`src/rtl/alu_sequencer.sv`:
```
// ----------------------------------------------------------------------------
// alu_sequencer
//
// Purpose:
//   Steps through neighbouring register pairs (rs1, rs1+1) of an external
//   register file. For each pair it waits (timed or single-stepped), fetches
//   both operands, runs them through an external ALU and writes the result
//   back into the upper register of the pair. The operation is chosen from
//   the low two bits of rs1. A pass covers all NUM_REGS pairs and can
//   optionally repeat.
//
// Ports:
//   clk_i          rising-edge clock
//   rst_ni         asynchronous active-low reset
//   start_i        launch pulse, only honoured in IDLE
//   halt_i         synchronous abort back to IDLE
//   loop_en_i      1 = start a new pass after the last pair, 0 = stop
//   step_mode_i    1 = leave WAIT on step_i instead of the delay counter
//   step_i         single-step advance pulse
//   rd_data1_i     register file read data for rs1_o
//   rd_data2_i     register file read data for rs2_o
//   alu_result_i   external ALU result for alu_a_o/alu_b_o/alu_op_o
//   rs1_o, rs2_o   register file read addresses
//   rd_o           register file write address (always equal to rs2_o)
//   alu_a_o        ALU operand A (second fetched operand), zero outside EXEC
//   alu_b_o        ALU operand B (first fetched operand), zero outside EXEC
//   alu_op_o       ALU operation code decoded from rs1_o[1:0]
//   reg_write_o    register file write strobe, high for the WRITE cycle
//   write_data_o   register file write data
//   busy_o         high whenever the sequencer is not IDLE
//   done_o         one-cycle pulse after the last pair of a pass
//   op_count_o     completed operations, wraps at 2^32
// ----------------------------------------------------------------------------
module alu_sequencer #(
  parameter int unsigned XLEN     = 64,
  parameter int unsigned NUM_REGS = 32,
  parameter int unsigned ADDR_W   = 5,
  parameter int unsigned DELAY    = 100000000
) (
  input  logic              clk_i,
  input  logic              rst_ni,
  input  logic              start_i,
  input  logic              halt_i,
  input  logic              loop_en_i,
  input  logic              step_mode_i,
  input  logic              step_i,
  input  logic [XLEN-1:0]   rd_data1_i,
  input  logic [XLEN-1:0]   rd_data2_i,
  input  logic [XLEN-1:0]   alu_result_i,
  output logic [ADDR_W-1:0] rs1_o,
  output logic [ADDR_W-1:0] rs2_o,
  output logic [ADDR_W-1:0] rd_o,
  output logic [XLEN-1:0]   alu_a_o,
  output logic [XLEN-1:0]   alu_b_o,
  output logic [3:0]        alu_op_o,
  output logic              reg_write_o,
  output logic [XLEN-1:0]   write_data_o,
  output logic              busy_o,
  output logic              done_o,
  output logic [31:0]       op_count_o
);

  // The counter only ever holds values 0 .. DELAY-1.
  localparam int unsigned       CNT_W    = (DELAY > 1) ? $clog2(DELAY) : 1;
  localparam logic [CNT_W-1:0]  CNT_LOAD = CNT_W'(DELAY - 1);
  localparam logic [ADDR_W-1:0] LAST_REG = ADDR_W'(NUM_REGS - 1);
  localparam logic [ADDR_W-1:0] ONE_ADDR = ADDR_W'(1);

  typedef enum logic [2:0] {
    S_IDLE,
    S_WAIT,
    S_FETCH,
    S_EXEC,
    S_WRITE,
    S_NEXT
  } state_e;

  state_e            state_q, state_d;
  logic [CNT_W-1:0]  cnt_q, cnt_d;
  logic [ADDR_W-1:0] rs1_q, rs1_d;
  logic [XLEN-1:0]   op1_q, op1_d;
  logic [XLEN-1:0]   op2_q, op2_d;
  logic [XLEN-1:0]   writeData_q, writeData_d;
  logic [31:0]       opCount_q, opCount_d;
  logic              done_q, done_d;

  logic              lastReg;
  logic              waitExit;
  logic [1:0]        opSel;

  assign lastReg = (rs1_q == LAST_REG);

  // In auto mode the counter reads 0 in the DELAY-th WAIT cycle; in step
  // mode the counter is frozen and only the step pulse matters.
  assign waitExit = step_mode_i ? step_i : (cnt_q == '0);

  // With only two registers there is a single address bit; the upper
  // select bit is then zero so only add and sub are ever used.
  if (ADDR_W >= 2) begin : g_sel_wide
    assign opSel = rs1_q[1:0];
  end else begin : g_sel_narrow
    assign opSel = {1'b0, rs1_q[0]};
  end

  always_comb begin
    state_d     = state_q;
    cnt_d       = cnt_q;
    rs1_d       = rs1_q;
    op1_d       = op1_q;
    op2_d       = op2_q;
    writeData_d = writeData_q;
    opCount_d   = opCount_q;
    done_d      = 1'b0;

    unique case (state_q)
      S_IDLE: begin
        if (start_i && !halt_i) begin
          state_d = S_WAIT;
          cnt_d   = CNT_LOAD;
        end
      end

      S_WAIT: begin
        if (halt_i) begin
          state_d = S_IDLE;
        end else if (waitExit) begin
          state_d = S_FETCH;
        end else if (!step_mode_i) begin
          cnt_d = cnt_q - 1'b1;
        end
      end

      S_FETCH: begin
        if (halt_i) begin
          state_d = S_IDLE;
        end else begin
          op1_d   = rd_data1_i;
          op2_d   = rd_data2_i;
          state_d = S_EXEC;
        end
      end

      S_EXEC: begin
        if (halt_i) begin
          state_d = S_IDLE;
        end else begin
          writeData_d = alu_result_i;
          state_d     = S_WRITE;
        end
      end

      // The write strobe is decoded from this state, so a halt here still
      // lets the write land at the closing edge.
      S_WRITE: begin
        state_d = halt_i ? S_IDLE : S_NEXT;
      end

      // A halt here abandons the bookkeeping: no increment, no done pulse.
      S_NEXT: begin
        if (halt_i) begin
          state_d = S_IDLE;
        end else begin
          opCount_d = opCount_q + 32'd1;
          rs1_d     = rs1_q + ONE_ADDR;
          if (lastReg) begin
            done_d = 1'b1;
            if (loop_en_i) begin
              state_d = S_WAIT;
              cnt_d   = CNT_LOAD;
            end else begin
              state_d = S_IDLE;
            end
          end else begin
            state_d = S_WAIT;
            cnt_d   = CNT_LOAD;
          end
        end
      end

      default: begin
        state_d = S_IDLE;
      end
    endcase
  end

  always_ff @(posedge clk_i or negedge rst_ni) begin
    if (!rst_ni) begin
      state_q     <= S_IDLE;
      cnt_q       <= '0;
      rs1_q       <= '0;
      op1_q       <= '0;
      op2_q       <= '0;
      writeData_q <= '0;
      opCount_q   <= '0;
      done_q      <= 1'b0;
    end else begin
      state_q     <= state_d;
      cnt_q       <= cnt_d;
      rs1_q       <= rs1_d;
      op1_q       <= op1_d;
      op2_q       <= op2_d;
      writeData_q <= writeData_d;
      opCount_q   <= opCount_d;
      done_q      <= done_d;
    end
  end

  always_comb begin
    alu_op_o = 4'b0010;
    case (opSel)
      2'd0:    alu_op_o = 4'b0010;
      2'd1:    alu_op_o = 4'b0110;
      2'd2:    alu_op_o = 4'b0000;
      2'd3:    alu_op_o = 4'b0001;
      default: alu_op_o = 4'b0010;
    endcase
  end

  // Operands are deliberately crossed: A takes the rs2 operand, B the rs1
  // operand, so sub computes reg[rs2] - reg[rs1].
  assign alu_a_o      = (state_q == S_EXEC) ? op2_q : '0;
  assign alu_b_o      = (state_q == S_EXEC) ? op1_q : '0;

  assign rs1_o        = rs1_q;
  assign rs2_o        = rs1_q + ONE_ADDR;
  assign rd_o         = rs1_q + ONE_ADDR;
  assign reg_write_o  = (state_q == S_WRITE);
  assign write_data_o = writeData_q;
  assign busy_o       = (state_q != S_IDLE);
  assign done_o       = done_q;
  assign op_count_o   = opCount_q;

endmodule
```
`config.mk`:
```
export PLATFORM = sky130hd
export DESIGN_NAME = alu_sequencer
export DESIGN_NICKNAME = d
export VERILOG_FILES = /design/src/rtl/alu_sequencer.sv
export SDC_FILE = /design/constraint.sdc
export NUM_CORES = 1
export LEC_CHECK = 0
export CORE_ASPECT_RATIO = 0.75
export CORE_MARGIN = 5
export CORE_UTILIZATION = 40
export DETAILED_ROUTE_END_ITERATION = 16
export PLACE_DENSITY = 0.76
export SLEW_MARGIN = 15
export SYNTH_ARGS = -nofsm -noshare
export SYNTH_HDL_FRONTEND = slang
export SYNTH_SLANG_ARGS = --single-unit
```
`constraint.sdc`:
```
create_clock -name clk_i -period 3.6 [get_ports clk_i]
set_input_delay 0.72 -clock clk_i [delete_from_list [all_inputs] [get_ports clk_i]]
set_output_delay 0.72 -clock clk_i [all_outputs]
set_load 0.02 [all_outputs]
```
Word level (Yosys, flattened, before mapping)
Index checks and enable logic that the tools add are counted.
{"block": "word_totals", "ff_bits": 260, "in_bits": 199, "output_inout_bits": 246}
{"block": "classes", "n_eq_ne": 16, "n_mux": 25, "reduce_logical": 12, "n_bitwise": 1, "n_addsub": 3}
{"op": "2-to-1 mux 27 bit", "count": 7}
{"op": "2-to-1 mux 64 bit", "count": 2}
{"op": "case mux 27 bit (3 select lines)", "count": 1}
{"op": "adder 32 x 1 -> 32 bit, second input constant", "count": 1}
{"op": "logical NOT 27 bit", "count": 1}
{"op": "subtractor 27 x 1 -> 27 bit, second input constant", "count": 1}
{"op": "2-to-1 mux 3 bit", "count": 7}
{"op": "case mux 3 bit (6 select lines)", "count": 1}
{"op": "case mux 4 bit (4 select lines)", "count": 1}
{"op": "inequality test 2 bit, second input constant", "count": 5}
{"op": "AND reduction 2 bit", "count": 4}
{"op": "AND reduction 7 bit", "count": 1}
{"op": "equality test 3 x 2 -> 1 bit, second input constant", "count": 2}
{"op": "equality test 3 bit, second input constant", "count": 2}
{"op": "inequality test 3 bit, second input constant", "count": 2}
{"op": "nonzero test 3 bit", "count": 2}
{"op": "adder 5 x 1 -> 5 bit, second input constant", "count": 1}
{"op": "equality test 5 bit, second input constant", "count": 1}
{"op": "2-to-1 mux 1 bit", "count": 5}
{"op": "equality test 2 bit, second input constant", "count": 2}
{"op": "equality test 3 x 1 -> 1 bit, second input constant", "count": 1}
{"op": "logical NOT 3 bit", "count": 1}
{"op": "equality test 2 x 1 -> 1 bit, second input constant", "count": 1}
{"op": "logical NOT 2 bit", "count": 1}
{"op": "4 further kinds", "count": 4}

Logic depth before layout (Yosys ltp)
Gate-level depths: netlist of run 1.
{"block": "depth", "word_depth": 5, "mapped_depth": 9, "ltp_nobuf": 8}

Worst setup path after synthesis of run 1
Ideal clock, no wire load.
{"block": "synth_path", "path_kind": "register -> register", "from": "register rs1_q[0] (netlist: rs1_o[0])", "to": "register cnt_q[2]", "n_path_buf": 1, "slack_ps": 831, "arrival_ps": 2680, "setup_time_ps": 88, "required_time_ps": 3512, "path_stages_with_launch": 10, "path_cell_list": "dfrtp_1 ha_1 and3_1 ha_1 nand2b_1 nand2_1 a2111oi_0 clkbuf_1 a311oi_1 a41oi_1"}
{"block": "synth_via", "elab_chain_cells": 4}
{"element": "from (decl)", "line": "80", "rtl": "logic [ADDR_W-1:0] rs1_q, rs1_d;"}
{"element": "from (signal assigned)", "line": "199", "rtl": "rs1_q <= rs1_d;"}
{"element": "equality test 5 bit (*)", "line": "91", "rtl": "assign lastReg = (rs1_q == LAST_REG);"}
{"element": "2-to-1 mux 27 bit", "line": "165", "rtl": "if (lastReg) begin"}
{"element": "2-to-1 mux 27 bit", "line": "160", "rtl": "if (halt_i) begin"}
{"element": "case mux 27 bit (3 select lines)", "line": "115", "rtl": "unique case (state_q)"}
{"element": "to (signal assigned)", "line": "198", "rtl": "cnt_q <= cnt_d;"}
{"element": "to (decl)", "line": "79", "rtl": "logic [CNT_W-1:0] cnt_q, cnt_d;"}
Every way passes the cells marked *; elsewhere a longest branch is shown, timed or not. The select of a mux whose other input is x is not followed.
A chain may end at the register's enable or synchronous reset.

Worst setup path after layout of run 1
{"block": "layout_path", "from": "register state_q[1]", "to": "output port alu_a_o[9]"}
{"block": "layout_via", "elab_chain_cells": 2}
{"element": "from (decl)", "line": "78", "rtl": "state_e state_q, state_d;"}
{"element": "from (signal assigned)", "line": "197", "rtl": "state_q <= state_d;"}
{"element": "equality test 3 x 2 -> 1 bit", "line": "221", "rtl": "assign alu_a_o = (state_q == S_EXEC) ? op2_q : '0;"}
{"element": "2-to-1 mux 64 bit", "line": "221"}
{"element": "to (decl)", "line": "53", "rtl": "output logic [XLEN-1:0] alu_a_o,"}
No other way between the ends.

==> results of run 1 <==
[final timing paths]
| kind | from | endpoint | cells past startpoint |
|---|---|---|---|
| min | rst_ni | op1_q[30] | 1 |
| min reg2reg | cnt_q[24] | cnt_q[24] | 1 |
| max in group asynchronous | rst_ni | write_data_o[17] | 2 |
| min in group clk_i | cnt_q[24] | cnt_q[24] | 1 |
| max | state_q[1] | alu_a_o[9] | 4 |
| max reg2reg | rs1_o[0] | cnt_q[3] | 8 |
[metal layers]
metal / wire, um / global-route usage [%] / vias up
li1: - / - / 4107
met1: 14100 / 25.7 / 4277
met2: 16200 / 32.2 / 315
met3: 3310 / 6.96 / 56
met4: 868 / 4.88 / 0
met5: 0 / 0 / -
[through the flow]
stage / std cells / total power, mW / util (%) / cell area [um^2] / setup WS, ns
after detailed placement: 1730 / 5.81 / 57.4 / 16500 / 0.554
after CTS: 1776 / 8.56 / 60.3 / 17400 / 0.0967
final: 1777 / 8.45 / 60.3 / 17400 / 0.153
after global routing: 1777 / 8.88 / 60.3 / 17400 / 0.0211
after floorplan: 931 / 4.89 / - / 11600 / 0.831
after global placement: 1730 / 5.71 / 57.4 / 16500 / 0.647
[synthesized netlist by cell type, types with 10 or more instances]
master / number / area share, %
nor4_1: 12 / 0.65
inv_1: 14 / 0.45
nor2_1: 40 / 1.3
nand2_1: 31 / 1.0
nand4_1: 10 / 0.54
dfrtp_1: 260 / 56
mux2i_1: 11 / 0.95
mux2_2: 193 / 19
nand3_1: 15 / 0.65
xor2_1: 17 / 1.3
clkbuf_1: 42 / 1.4
xnor2_1: 19 / 1.4
and2_1: 138 / 7.4
nor3_1: 15 / 0.65
[cell usage in the layout (no fill, tap or decap), drive strengths merged, types with 3 or more instances in the layout]
| master | synthesis | routed |
|---|---|---|
| or2 | 5 | 5 |
| nor4 | 12 | 12 |
| nand3 | 15 | 15 |
| buf | 14 | 21 |
| o31ai | 3 | 3 |
| or4 | 7 | 7 |
| nor2 | 40 | 40 |
| and2 | 138 | 138 |
| a311oi | 4 | 4 |
| ha | 6 | 6 |
| and3 | 6 | 6 |
| clkdlybuf4s50 | 0 | 442 |
| inv | 14 | 15 |
| or3 | 6 | 6 |
| clkbuf | 42 | 39 |
| nand2b | 6 | 6 |
| nor3b | 4 | 4 |
| clkinv | 0 | 3 |
| and4 | 4 | 4 |
| mux2i | 11 | 11 |
| o211ai | 3 | 3 |
| nand4 | 10 | 10 |
| nand2 | 31 | 31 |
| xor2 | 17 | 17 |
| xnor2 | 19 | 19 |
| a31oi | 5 | 5 |
| a21oi | 4 | 4 |
| o21ai | 4 | 4 |
| mux2 | 193 | 193 |
| dfrtp | 260 | 260 |
| nor3 | 15 | 15 |
[report_power, final]
| group | switching (mW) | internal, mW | total [mW] | leakage (nW) |
|---|---|---|---|---|
| clock | 1.14 | 1.56 | 2.71 | 0.404 |
| sequential | 0.352 | 3.63 | 3.98 | 3.31 |
| combinational | 0.696 | 1.06 | 1.76 | 3.70 |
[state kept, by name, summed over array words and instances, names as in the netlist]
signal and count:
op1_q 64, op2_q 64, write_data_o 64, op_count_o 32
cnt_q 27, rs1_o 5, state_q 3, done_o 1
[what timing repair did]
action | 4_1_cts | 5_1_grt
hold endpoints to repair | 0 | 0
gates resized for setup | 0 | 1
setup endpoints to repair | 0 | 3
[final cells by class]
| class | count | area (um^2) |
|---|---|---|
| fill | 2337 | 11500 |
| sequential | 260 | 6510 |
| multi-input combinational | 602 | 4840 |
| clock buffer | 39 | 741 |
| tap | 392 | 490 |
| timing repair buffer | 463 | 4660 |
| inverter | 14 | 52.6 |
| clock inverter | 7 | 95.1 |
[worst register-to-register path: stages, from the launching register on]
cell,delay (ns)
dfrtp_1,0.46
ha_1,0.28
and3_1,0.20
ha_1,0.20
nand2b_1,0.10
nand2_1,0.15
a2111o_1,0.64
nor3_1,0.58
a31oi_1,0.17
[kinds of logic (layout without fill, tap and decap cells)]
family                     after synthesis  count (layout)  synth area share [%]
adders and majority gates                6               6                 0.647
and+or+nand+nor                        307             308                  15.1
muxes                                  204             204                  19.7
buffers and inverters                   70             523                  2.59
other                                    1               1                0.0323
AOI/OAI and AO/OA                       47              47                  3.17
xor gates and xnor gates                36              36                  2.72
DFF                                    260             260                  56.1
==> summary.txt, run 1 <==
status - finished clean
# hold bufs at CTS - 0
IO Port Bufs - 443
vias - 8,755
GRT Total Usage - 19.8%
Detail Route Antenna Nets - 0
layout cells sized above 1 - 19.3%
Post-synth ARST share - 100%
die area - 32,600 um^2
initial antenna violation count - 0
number of DRC violations after detailed-routing iteration 0 - 491
synth-to-layout area growth - 49.9%
Worst setup SP type - flip-flop
number of global-route vias before repair - 9,065
Setup TNS Final - 0 ns
Max stage delay on crit path - 0.63 ns
final setup vio count - 0
worst-margin pin slew - 0.888 ns
HP Class - in2async
WP data arrival - 2.73 ns
Cells after Synth - 931
number of CTS-inserted buffers - 27
first-pass GRT wire length - 51,800 um
drt via density - 4.93
kind of critical path - reg2out
Top Ports - 445
Die Wd - 207 um
gpl congestion - 0.842
RSZ-0062 raised after global routing - no
post-synthesis cell type count - 58
worst-path maximum fanout - 74
leakage power - 7.42 nW
Root Driver - clkbuf_16
WP buf/inv - 2
Die Y - 158 um
crit path cell chain - and3b_4 > buf_12 > and2_1 > clkdlybuf4s50_1
endpoint type of the worst setup path - output pin
main flop type after synthesis - dfrtp_1
Final Hold Fails - 0
# rows - 54
Syn Area/Cell - 12.5 um^2
Clock Path Buffers - 3
Top delay family on crit path - buffers and inverters
VDD IR max - 342 uV
total of max-cap violations - 0
Final Cycle Share - 95.8%
total iterations of the first detailed-routing run - 6
# nets final - 1,573
HPWL Detailed - 25,200 um
Num Clock Sinks - 260
H-tree level count - 1
synthesized flop and latch total - 260
postcts setup bufs - 0
CTS tree - built
Seq/Total Area, Yosys - 56.1%
WL per Instance - 19.4 um
WL final - 34,600 um
Slew HR - 40.7%
Fmax achieved - 290 MHz
Antenna diodes - 0
Residual DRC - 0
Post-Syn Area - 11,600 um^2
pin count of the biggest net entering global routing - 104
CP required - 2.88 ns
Post-synth EDFFs - 0
hold slack - 0.259 ns
number of slew-limit violations in the final report - 0
clock slew at reported path FFs - 0.06 ns
clk_lat worst skew - 0.54 ns
critical path's slowest cell - clkdlybuf4s50_1
Max Clock Skew - 0.0106 ns
Initial Utilization - 40.2%
Synth Warn # - 0
Core Area - 28,900 um^2
Mapped Nets - 1,136
GRT overflow - 0
Tmin final - 3.45 ns
setup slack, reg-to-reg - 0.67 ns
pwr/cell area - 486 nW/um^2
(Power assumes the default switching activity.)
==> run 2: changes to the inputs <==
ABC_CLOCK_PERIOD_IN_PS = 3600   (was unset)
==> results of run 2 <==
The final DEF is identical to that of run 1; final timing and power are the same.
==> run 3: changes to the inputs <==
DONT_BUFFER_PORTS = 1   (was unset)
PLACE_DENSITY = 0.56   (was 0.76)
==> run 3 against run 2 <==
Effect of this change: the flow now finishes with violations (negative hold slack); first-iteration DRC count down 27%; clock power increased by 4%; sequential cell count did not move; final cell count decreased by 25%; critical path depth decreased by 1; critical endpoint is now alu_a_o[48]; highest routed layer is now met5.
==> summary.txt, run 3 (same netlist as run 1, synthesis figures left out) <==
total of max-cap violations - 0 (unchanged)
gpl congestion - 0.780 (was 0.842)
worst-margin pin slew - 0.891 ns (was 0.888 ns)
commonest non-fill, non-tap cell in the layout - dfrtp_1 (was clkdlybuf4s50_1)
VDD IR max - 380 uV (was 342 uV)
die area - 32,600 um^2 (unchanged)
WL per Instance - 22.6 um (was 19.4 um)
Final Hold Fails - 260 (was 0)
IO Port Bufs - 0 (was 443)
# rows - 54 (unchanged)
layout cells sized above 1 - 28.4% (was 19.3%)
Die Y - 158 um (unchanged)
Layout fillers - 2,647 (was 2,337)
Die Wd - 207 um (unchanged)
worst-path maximum fanout - 42 (was 74)
post-layout util - 44.8% (was 60.3%)
Final Total Pwr - 7.90 mW (was 8.45 mW)
GRT Total Usage - 17.3% (was 19.8%)
Final Cycle Share - 90.2% (was 95.8%)
# placed instances - 1,280 (was 1,730)
endpoint type of the worst setup path - output pin (unchanged)
Max Clock Skew - 0.00632 ns (was 0.0106 ns)
RSZ-0062 raised after global routing - no (unchanged)
status - complete, but fails checks (was finished clean)
leakage power - 5.77 nW (was 7.42 nW)
# nets final - 1,122 (was 1,573)
setup slack, reg-to-reg - 0.43 ns (was 0.67 ns)
total iterations of the first detailed-routing run - 5 (was 6)
HP Class - in2async (unchanged)
drt via density - 5.26 (was 4.93)
final setup vio count - 0 (unchanged)
Worst setup SP type - flip-flop (unchanged)
Top Ports - 445 (unchanged)
Post-Layout Cell Count - 1,329 (was 1,777)
pwr/cell area - 611 nW/um^2 (was 486 nW/um^2)
Resized cells post-CTS - 0 (unchanged)
number of slew-limit violations in the final report - 0 (unchanged)
CP required - 2.88 ns (about the same)
H-tree level count - 1 (unchanged)
Initial Utilization - 40.2% (unchanged)
kind of critical path - reg2out (unchanged)
CTS tree - built (unchanged)
initial antenna violation count - 5 (was 0)
number of DRC violations after detailed-routing iteration 0 - 360 (was 491)
failing checks - negative hold slack
Core Area - 28,900 um^2 (unchanged)
first-pass GRT wire length - 44,300 um (was 51,800 um)
clk_lat worst skew - 0.54 ns (about the same)
synth-to-layout area growth - 11.4% (was 49.9%)
clock slew at reported path FFs - 0.06 ns (about the same)
Detail Route Antenna Nets - 0 (unchanged)
Root Driver - clkbuf_16 (unchanged)
Residual DRC - 0 (unchanged)
GRT overflow - 0 (unchanged)
HPWL Detailed - 21,600 um (was 25,200 um)
WP data arrival - 2.53 ns (was 2.73 ns)
Num Clock Sinks - 260 (unchanged)
hold slack - -0.121 ns (was 0.259 ns)
Tmin final - 3.25 ns (was 3.45 ns)
most frequent cells in the layout - 260 x dfrtp_1, 193 x mux2_2, 138 x and2_1, 40 x nor2_1, 31 x nand2_1 (was 442 x clkdlybuf4s50_1, 259 x dfrtp_1, 193 x mux2_2, 138 x and2_1, 40 x nor2_1)
number of CTS-inserted buffers - 27 (unchanged)
Setup TNS Final - 0 ns (unchanged)
Fmax achieved - 308 MHz (was 290 MHz)
pin count of the biggest net entering global routing - 261 (was 104)
WL final - 30,000 um (was 34,600 um)
Slew HR - 40.2% (was 40.7%)
vias - 6,994 (was 8,755)
Clock Path Buffers - 3 (unchanged)
number of global-route vias before repair - 7,276 (was 9,065)
postcts setup bufs - 0 (unchanged)
## run 3: path summary, 6_finish.rpt
path                                 start  cells after the start                to
min in group clk_i                  halt_i                      1        state_q[2]
max in group asynchronous           rst_ni                      0         op1_q[37]
worst max register to register    rs1_o[0]                      8          cnt_q[3]
worst max-delay path            state_q[2]                      3       alu_a_o[48]
worst min-delay path                rst_ni                      0  write_data_o[47]
worst min register to register   cnt_q[24]                      1         cnt_q[24]
## run 3: where the power goes
group | switching (mW) | leakage [nW] | internal (mW)
Sequential | 0.582 | 3.31 | 3.63
Clock | 1.15 | 0.433 | 1.67
Combinational | 0.309 | 2.03 | 0.562
## run 3: cell type report
class	count	area, um^2	share of cell area [%]
Sequential cell	260	6510	50.3
Multi-Input combinational cell	601	4840	37.4
Clock buffer	35	746	5.77
Tap cell	392	490	3.79
Timing Repair Buffer	13	148	1.14
Clock inverter	11	143	1.10
Inverter	14	52.6	0.406
Antenna cell	3	7.51	0.0580
## run 3: through the flow
step | setup WS [ns] | hold slack [ns] | instance area [um^2]
final | 0.352 | -0.121 | 12900
after floorplan | 0.831 | 0.424 | 11600
after CTS | 0.306 | -0.154 | 12900
after global routing | 0.164 | -0.147 | 12900
after global placement | 0.530 | 0.432 | 12000
after detailed placement | 0.443 | 0.430 | 12000
## run 3: layer usage
layer,vias up,global-route usage [%],part of all wire (%)
met5,-,0,0.090
met4,4,4.09,2.1
met3,52,5.66,8.6
met2,251,27.3,47
met1,3470,23.5,42
li1,3217,-,-
## run 3: critical path, cell delays in order (launching register included)
cell     delay [ns]
dfrtp_1        0.55
and3b_4        0.76
buf_4          0.37
and2_1         0.30
